===== config.mk =====
export PLATFORM = sky130hd
export DESIGN_NAME = uart_rx
export DESIGN_NICKNAME = d
export VERILOG_FILES = /design/src/rtl/uart_rx.sv
export SDC_FILE = /design/constraint.sdc
export NUM_CORES = 1
export LEC_CHECK = 0
export BUFFER_PORTS_ARGS = -buffer_cell sky130_fd_sc_hd__buf_2
export CAP_MARGIN = 10
export CORE_MARGIN = 3
export CORE_UTILIZATION = 60
export CTS_BUF_LIST = sky130_fd_sc_hd__clkbuf_8
export CTS_CLUSTER_DIAMETER = 100
export DETAILED_ROUTE_END_ITERATION = 16
export PLACE_DENSITY_LB_ADDON = 0.25
export SLEW_MARGIN = 20
export SYNTH_ARGS = -nofsm -noshare
export SYNTH_HDL_FRONTEND = slang
export SYNTH_SLANG_ARGS = --single-unit

===== constraint.sdc =====
create_clock -name clk -period 2.85 [get_ports clk]
set_input_delay 0.285 -clock clk [delete_from_list [all_inputs] [get_ports clk]]
set_output_delay 0.285 -clock clk [all_outputs]
set_load 0.01 [all_outputs]

===== src/rtl/uart_rx.sv =====
// rtl/uart_rx.sv - UART receiver: 16x oversampled, optional even parity, 1 or 2 stop bits
module uart_rx #(
  parameter int DBIT    = 8,
  parameter int SB_TICK = 16
) (
  input  logic            clk,
  input  logic            reset,
  input  logic            tick,
  input  logic            rx_in,
  input  logic            parity,
  input  logic [1:0]      stop_bits,
  output logic [DBIT-1:0] d_out,
  output logic            rx_done,
  output logic            parity_err,
  output logic            frame_err
);

  localparam int SW = (SB_TICK > 1) ? $clog2(SB_TICK) : 1;
  localparam int NW = (DBIT > 1) ? $clog2(DBIT) : 1;
  localparam logic [SW-1:0] S_LAST = SW'(SB_TICK - 1);
  localparam logic [SW-1:0] S_MID  = SW'(SB_TICK / 2 - 1);
  localparam logic [NW-1:0] N_LAST = NW'(DBIT - 1);

  typedef enum logic [2:0] {
    ST_IDLE,
    ST_START,
    ST_DATA,
    ST_PARITY,
    ST_STOP
  } state_t;

  state_t          r_state, w_state_nxt;
  logic            r_sync1, r_sync2;
  logic [SW-1:0]   r_s, w_s_nxt;
  logic [NW-1:0]   r_n, w_n_nxt;
  logic [DBIT-1:0] r_shift, w_shift_nxt;
  logic            r_par_en, w_par_en_nxt;
  logic            r_two_stop, w_two_stop_nxt;
  logic            r_p_fail, w_p_fail_nxt;
  logic            r_stop_fail, w_stop_fail_nxt;
  logic            r_armed, w_armed_nxt;
  logic [DBIT-1:0] r_dout, w_dout_nxt;
  logic            r_done, w_done_nxt;
  logic            r_perr, w_perr_nxt;
  logic            r_ferr, w_ferr_nxt;

  logic            w_line;
  logic            w_two_stop_cfg;
  logic [NW-1:0]   w_n_stop_last;

  assign w_line         = r_sync2;
  assign w_two_stop_cfg = (stop_bits == 2'd2) || (stop_bits == 2'd3);
  assign w_n_stop_last  = NW'(r_two_stop);

  always_ff @(posedge clk or negedge reset) begin
    if (!reset) begin
      r_sync1 <= 1'b1;
      r_sync2 <= 1'b1;
    end else begin
      r_sync1 <= rx_in;
      r_sync2 <= r_sync1;
    end
  end

  always_ff @(posedge clk or negedge reset) begin
    if (!reset) begin
      r_state     <= ST_IDLE;
      r_s         <= '0;
      r_n         <= '0;
      r_shift     <= '0;
      r_par_en    <= 1'b0;
      r_two_stop  <= 1'b0;
      r_p_fail    <= 1'b0;
      r_stop_fail <= 1'b0;
      r_armed     <= 1'b1;
      r_dout      <= '0;
      r_done      <= 1'b0;
      r_perr      <= 1'b0;
      r_ferr      <= 1'b0;
    end else begin
      r_state     <= w_state_nxt;
      r_s         <= w_s_nxt;
      r_n         <= w_n_nxt;
      r_shift     <= w_shift_nxt;
      r_par_en    <= w_par_en_nxt;
      r_two_stop  <= w_two_stop_nxt;
      r_p_fail    <= w_p_fail_nxt;
      r_stop_fail <= w_stop_fail_nxt;
      r_armed     <= w_armed_nxt;
      r_dout      <= w_dout_nxt;
      r_done      <= w_done_nxt;
      r_perr      <= w_perr_nxt;
      r_ferr      <= w_ferr_nxt;
    end
  end

  always_comb begin
    w_state_nxt     = r_state;
    w_s_nxt         = r_s;
    w_n_nxt         = r_n;
    w_shift_nxt     = r_shift;
    w_par_en_nxt    = r_par_en;
    w_two_stop_nxt  = r_two_stop;
    w_p_fail_nxt    = r_p_fail;
    w_stop_fail_nxt = r_stop_fail;
    w_armed_nxt     = r_armed;
    w_dout_nxt      = r_dout;
    w_done_nxt      = 1'b0;
    w_perr_nxt      = r_perr;
    w_ferr_nxt      = r_ferr;

    case (r_state)
      ST_IDLE: begin
        // A line still low after a failed stop bit must go high before it can start a frame.
        if (w_line) begin
          w_armed_nxt = 1'b1;
        end else if (r_armed) begin
          w_state_nxt     = ST_START;
          w_s_nxt         = '0;
          w_par_en_nxt    = parity;
          w_two_stop_nxt  = w_two_stop_cfg;
          w_p_fail_nxt    = 1'b0;
          w_stop_fail_nxt = 1'b0;
        end
      end

      ST_START: begin
        if (tick) begin
          if (r_s == S_MID) begin
            if (!w_line) begin
              w_state_nxt = ST_DATA;
              w_s_nxt     = '0;
              w_n_nxt     = '0;
            end else begin
              w_state_nxt = ST_IDLE;
            end
          end else begin
            w_s_nxt = r_s + 1'b1;
          end
        end
      end

      ST_DATA: begin
        if (tick) begin
          if (r_s == S_LAST) begin
            w_s_nxt     = '0;
            w_shift_nxt = {w_line, r_shift[DBIT-1:1]};
            if (r_n == N_LAST) begin
              w_n_nxt     = '0;
              w_state_nxt = r_par_en ? ST_PARITY : ST_STOP;
            end else begin
              w_n_nxt = r_n + 1'b1;
            end
          end else begin
            w_s_nxt = r_s + 1'b1;
          end
        end
      end

      ST_PARITY: begin
        if (tick) begin
          if (r_s == S_LAST) begin
            w_p_fail_nxt = w_line ^ (^r_shift);
            w_s_nxt      = '0;
            w_n_nxt      = '0;
            w_state_nxt  = ST_STOP;
          end else begin
            w_s_nxt = r_s + 1'b1;
          end
        end
      end

      ST_STOP: begin
        if (tick) begin
          if (r_s == S_LAST) begin
            w_s_nxt = '0;
            if (!w_line) begin
              w_stop_fail_nxt = 1'b1;
            end
            if (r_n == w_n_stop_last) begin
              w_state_nxt = ST_IDLE;
              w_n_nxt     = '0;
              w_dout_nxt  = r_shift;
              w_perr_nxt  = r_par_en & r_p_fail;
              w_ferr_nxt  = r_stop_fail | ~w_line;
              w_done_nxt  = 1'b1;
              w_armed_nxt = w_line;
            end else begin
              w_n_nxt = r_n + 1'b1;
            end
          end else begin
            w_s_nxt = r_s + 1'b1;
          end
        end
      end

      default: begin
        w_state_nxt = ST_IDLE;
      end
    endcase
  end

  assign d_out      = r_dout;
  assign rx_done    = r_done;
  assign parity_err = r_perr;
  assign frame_err  = r_ferr;

endmodule


[Word-level counts from Yosys, hierarchy flattened]
Cells that the tools add are included.
Operators by class
  equal/unequal tests: 27
  bitwise logic cells: 4
  add/subtract/negate cells: 2
  reductions and logical operators: 17
  multiplexer cells: 53
Operators by type and width (number)
  $mux 3: 24
  $ne 2x2->1 const B: 15
  $mux 4: 7
  $mux 1: 15
  $pmux 3 s5: 1
  $pmux 3 s4: 1
  $pmux 4 s3: 1
  $reduce_and 12->1: 1
  $reduce_and 6->1: 2
  $reduce_and 10->1: 1
  $reduce_and 5->1: 2
  $reduce_xor 8->1: 1
  $eq 3x2->1 const B: 2
  $eq 3x3->1 const B: 2
  $pmux 1 s2: 3
  $reduce_and 3->1: 2
  $add 4x1->4 const B: 1
  $eq 2x2->1 const B: 2
  $eq 4x3->1 const B: 1
  $eq 4x4->1 const B: 1
  $reduce_and 4->1: 1
  $reduce_bool 2->1: 2
  $reduce_bool 4->1: 1
  $add 3x1->3 const B: 1
  13 further kinds: 13
Storage, ports and cells
  logic and storage cells: 118
  output and inout port bits: 11
  register bits after elaboration: 36
  input port bits: 7

[Longest topological paths before layout]
  depth after elaboration: 5
  gate-level depth with buffers: 7
  mapped depth without buffers: 7

[Worst setup path before layout]
OpenSTA, ideal clock, no wires.
  path type: register -> register
  start point: register r_state[0]
  end point: register r_s[3]
  data required time: 2.774 ns
  path slack: 0.885 ns
  clock period less this slack: 1.965 ns
  setup time: 0.076 ns
  cell stages (with the launch flop): 7
  arrival: 1.888 ns
  path buffers: 1
  cells stage by stage: dfrtp_1 > buf_6 > or4b_4 > a31oi_4 > o21ai_2 > or4_1 > o21ai_1
On the way
  word-level cells in the longest chain between the ends: 4
  elaborated cells on any way between the ends: 14
  classes of those cells: eq/ne: 9; mux: 1; reduce/logical: 4
RTL lines
  from (decl): line 32  | state_t r_state, w_state_nxt;
  from (signal assigned): line 81  | r_state <= w_state_nxt;
  $eq 3x3->1 or $eq 3x2->1 (tied branches): line 112  | case (r_state)
  $reduce_or 3->1 (no line)
  $ne 2x1->1 (no line) or $reduce_bool 3->1 (tied branches)
  $reduce_and 6->1 (no line)
  to (signal assigned): line 82  | r_s <= w_s_nxt;
  to (decl): line 34  | logic [SW-1:0] r_s, w_s_nxt;
Parallel ways exist; a longest one is shown, timed or not.
A chain may end at the register's enable or synchronous reset.

[Worst setup path in the final report]
  start point: register r_s[0]
  end point: register r_armed
On the way
  word-level cells in the longest chain between the ends: 3
RTL lines
  $eq 4x4->1: line 175  | if (r_s == S_LAST) begin
  $ne 2x2->1 (no line)
  $reduce_and 5->1 (no line)
  to (signal assigned): line 89  | r_armed <= w_armed_nxt;
  to (decl): line 41  | logic r_armed, w_armed_nxt;
No other way between the ends.

==> results.py <==
metrics = {
    "run_status": {
        "run_status": "finished, final reports clean",
    },
    "sta": {
        "max_clock_freq_mhz": 452,
        "final.setup_skew_ns": 0.00838,
        "final_setup_violation_count": 0,
        "final_critical_path_setup_slack_ns": 0.640,
        "final_period_minus_worst_setup_slack_ns": 2.21,
        "final-max-slew-violation-count": 0,
        "max-slew-margin-rel_pct": 48.2,
        "setup_total_neg_slack_ns": 0,
        "rsz0062_at_grt": "no",
        "finalHoldViolCount": 0,
        "worst_pin_slew_ns": 0.777,
        "finalCritPeriodShare_pct": 77.6,
    },
    "detailed_routing": {
        "drt_antenna_net_count": 0,
        "drt_wl_total_um": 3200,
        "wl_per_cell_um": 15.8,
        "detail_route.first_pass.iterations": 4,
        "routed_via_count_divided_by_cell_count": 5.96,
        "detailroute.via_count": 1210,
        "starting_drt_drc_count": 65,
        "drc_errors": 0,
    },
    "cells_and_area": {
        "fillerInstances": 205,
        "antenna-diode-count": 0,
        "layout.nets": 181,
        "sequential_area_sq_um": 905,
        "final_core_utilization_pct": 70.9,
        "flow.area_growth_from_synthesis_pct": 11.9,
        "layoutNonFillerInstCount": 203,
        "final_layout_size_suffix_gt1_share_pct": 32.0,
        "multi_input_area_sq_um": 788,
    },
    "synthesis": {
        "synth-seq-area-share_pct": 51.3,
        "synthesis.yosys.warnings": 0,
        "synth.largest_area_cell": "dfrtp_1",
        "synth.top_cell.area_share_pct": 46.9,
        "post_synth.cell_area_avg_sq_um": 11.6,
        "synth.area.top_cells": "dfrtp_1 (47%), mux2_2 (13%), dfstp_2 (4.5%), xnor2_1 (4.5%), nand2_1 (2.3%)",
        "synth.cell_area_sq_mm": 0.00176,
        "synthesis_stage_register_bit_count": 36,
        "synth_cell_types": 41,
        "nets_in_the_synthesized_netlist": 162,
        "cell_count_after_synthesis": 152,
    },
    "grt": {
        "grt_pass1_vias": 1181,
        "track_usage_pct": 20.6,
        "grt_remaining_overflow": 0,
        "wire_length_of_the_first_global_routing_pass_um": 5410,
        "grt_start_max_net_pins": 37,
        "antenna_found_initial": 0,
    },
    "power": {
        "p_sw_w": 0.000479,
        "power.share.combinational_pct": 25.6,
        "max-vdd-ir-drop_mv": 0.741,
        "cellLeakagePower_nw": 0.973,
        "cellInternalPower_w": 0.00104,
        "report.power.total_w": 0.00152,
        "clock_share_of_power_pct": 31.9,
        "switching_share_pct": 31.5,
        "seq_power_share_pct": 42.5,
        "pwr_density_cell_mw_per_mm2": 771,
    },
    "floorplan": {
        "starting_density_of_the_core_pct": 63.3,
        "die_w_um": 60.2,
        "pin_count": 18,
        "design.core.area_sq_mm": 0.00278,
        "die_h_um": 60.2,
        "die_area_sq_mm": 0.00362,
        "core.rowCount": 19,
    },
    "clock_tree": {
        "worst_setup_hold_path_clk_slew_ns": 0.07,
        "clock_tree.root_cell": "clkbuf_8",
        "cts_max_path_buffers": 2,
        "hold_fix_buffers_cts": 0,
        "tritoncts.num_buffers": 5,
        "cts.sinks": 36,
        "clkLatencyLatePin_ns": 0.29,
        "tritoncts": "yes",
        "post_cts_buffers": 0,
        "clock_tree.htree_level_count": 2,
        "post_cts_resize_count": 0,
    },
    "place": {
        "pre_cts_ws_ns": 0.639,
        "place.detailed.instances": 195,
        "detailedPlacementHpwl_um": 2180,
        "gp_routability_congestion": 0.835,
        "placement.io_buffers": 16,
    },
    "worst_setup_path": {
        "worstPathCellList": "ha_1, and4_1, nand3_1, or2_2, inv_1, mux2_2, a21oi_1",
        "criticalPathCategory": "reg -> reg",
        "cp-start-kind": "register",
        "crit_fanout": 12,
        "cp_slowest_cell": "or2_2",
        "worstSetupEndpointType": "register",
        "critical_path.top_delay_family": "simple AND/OR/NAND/NOR gates",
        "worst-endpoint-required_ns": 3.07,
        "slowest_delay_ns": 0.42,
        "critPathArrivalTime_ns": 2.43,
        "critPathBufInv": 1,
    },
    "min_path": {
        "min-delay-path-class": "in -> async",
    },
    "flow_run": {
        "timing.max_cap.violations": 0,
    },
}
-- cells by family (layout without fill, tap and decap cells) --
logic type,count (synthesis),in the layout,synth area share (%)
simple gates,41,41,12.6
flops,36,36,51.3
compound gates,29,29,11.6
mux,21,21,13.4
buf+inv,12,32,3.91
xor+xnor,10,10,4.97
fa+ha+maj,3,3,2.13
-- stage by stage --
| stage | instance area [sq um] | hold slack (ns) |
|---|---|---|
| 2_1_floorplan | 1760 | -0.0106 |
| 3_3_place_gp | 1850 | 0.346 |
| 3_5_place_dp | 1850 | 0.353 |
| 4_1_cts | 1970 | 0.0870 |
| 5_1_grt | 1970 | 0.0870 |
| 6_report | 1970 | 0.0671 |
-- registers in the layout, indices dropped and copies added, names as in the netlist, 3 cells and up --
| signal | flops |
|---|---|
| r_n | 3 |
| d_out | 8 |
| r_s | 4 |
| r_state | 3 |
| r_shift | 8 |
-- worst reg2reg max path, stage by stage, from the launching register on --
cell,delay [ns]
dfrtp_1,0.39
ha_1,0.24
and4_1,0.29
nand3_1,0.11
or2_2,0.42
inv_1,0.18
mux2_2,0.36
a21oi_1,0.15
-- metal layers --
layer / global-route usage (%) / wire [um]
met1: 26.4 / 1440
met2: 32.1 / 1590
met3: 7.34 / 162
met4: 6.96 / 16
met5: 0 / 0
-- final timing paths --
kind,start,endpoint,slack (ns),depth (start not counted)
min,reset,r_n[1],0.07,1
min in group clk,rx_in,r_sync1,0.10,1
min reg2reg,r_sync1,r_sync2,0.36,0
max in group asynchronous,reset,r_s[1],2.28,1
max reg2reg,r_s[0],r_armed,0.64,7
max,r_s[0],r_armed,0.64,7
-- synth_stat cells --
| library cell | number |
|---|---|
| a211o_1 | 1 |
| a211oi_1 | 1 |
| a21boi_0 | 1 |
| a21o_2 | 1 |
| a21oi_1 | 6 |
| a31oi_4 | 1 |
| a32o_1 | 1 |
| a41oi_1 | 2 |
| and3_1 | 2 |
| and4_1 | 1 |
| buf_2 | 1 |
| buf_6 | 3 |
| clkbuf_1 | 1 |
| dfrtp_1 | 33 |
| dfstp_2 | 3 |
| ha_1 | 3 |
| inv_1 | 7 |
| mux2_2 | 21 |
| nand2_1 | 11 |
| nand2b_1 | 1 |
| nand3_1 | 6 |
| nor2_1 | 8 |
| nor2b_1 | 2 |
| nor3_1 | 2 |
| nor3b_2 | 1 |
| nor4b_1 | 1 |
| o2111ai_1 | 1 |
| o211a_1 | 1 |
| o211ai_1 | 1 |
| o21ai_0 | 8 |
| o21ai_1 | 1 |
| o21ai_2 | 1 |
| o22ai_1 | 2 |
| or2_1 | 1 |
| or2_2 | 1 |
| or3_1 | 1 |
| or4_1 | 1 |
| or4b_1 | 1 |
| or4b_4 | 1 |
| xnor2_1 | 9 |
| xor2_1 | 1 |
-- layout by cell type, fill, tap and decap left out, drive strengths merged --
master	count
o211a	1
dfstp	3
nor4b	1
nand2	11
o211ai	1
a211oi	1
o21ai	10
clkbuf	7
and3	2
nor2b	2
nor3	2
buf	17
mux2	21
xnor2	9
or4	1
ha	3
and4	1
dfrtp	33
a211o	1
a21boi	1
nand2b	1
o22ai	2
nand3	6
a31oi	1
a21oi	6
or4b	2
or3	1
inv	7
bufinv	1
a21o	1
nor3b	1
or2	2
o2111ai	1
nor2	8
a32o	1
xor2	1
a41oi	2
-- power by group through the flow --
stage / combinational [W] / clock, W / sequential [W]
floorplan: 0.000348 / 0 / 0.000607
global placement: 0.000365 / 0 / 0.000646
detailed placement: 0.000384 / 0 / 0.000653
CTS: 0.000388 / 0.000499 / 0.000644
global route: 0.000434 / 0.000514 / 0.000657
finish: 0.000389 / 0.000485 / 0.000647
-- cell type report --
type	count	area share (%)
multi-input combinational	104	40.0
clock inverter	1	1.52
clock buffer	7	4.89
timing repair buffer	17	4.44
inverter	7	1.33
sequential	36	45.9
tap	31	1.97
Note: power is estimated with default switching activity, not from simulation.
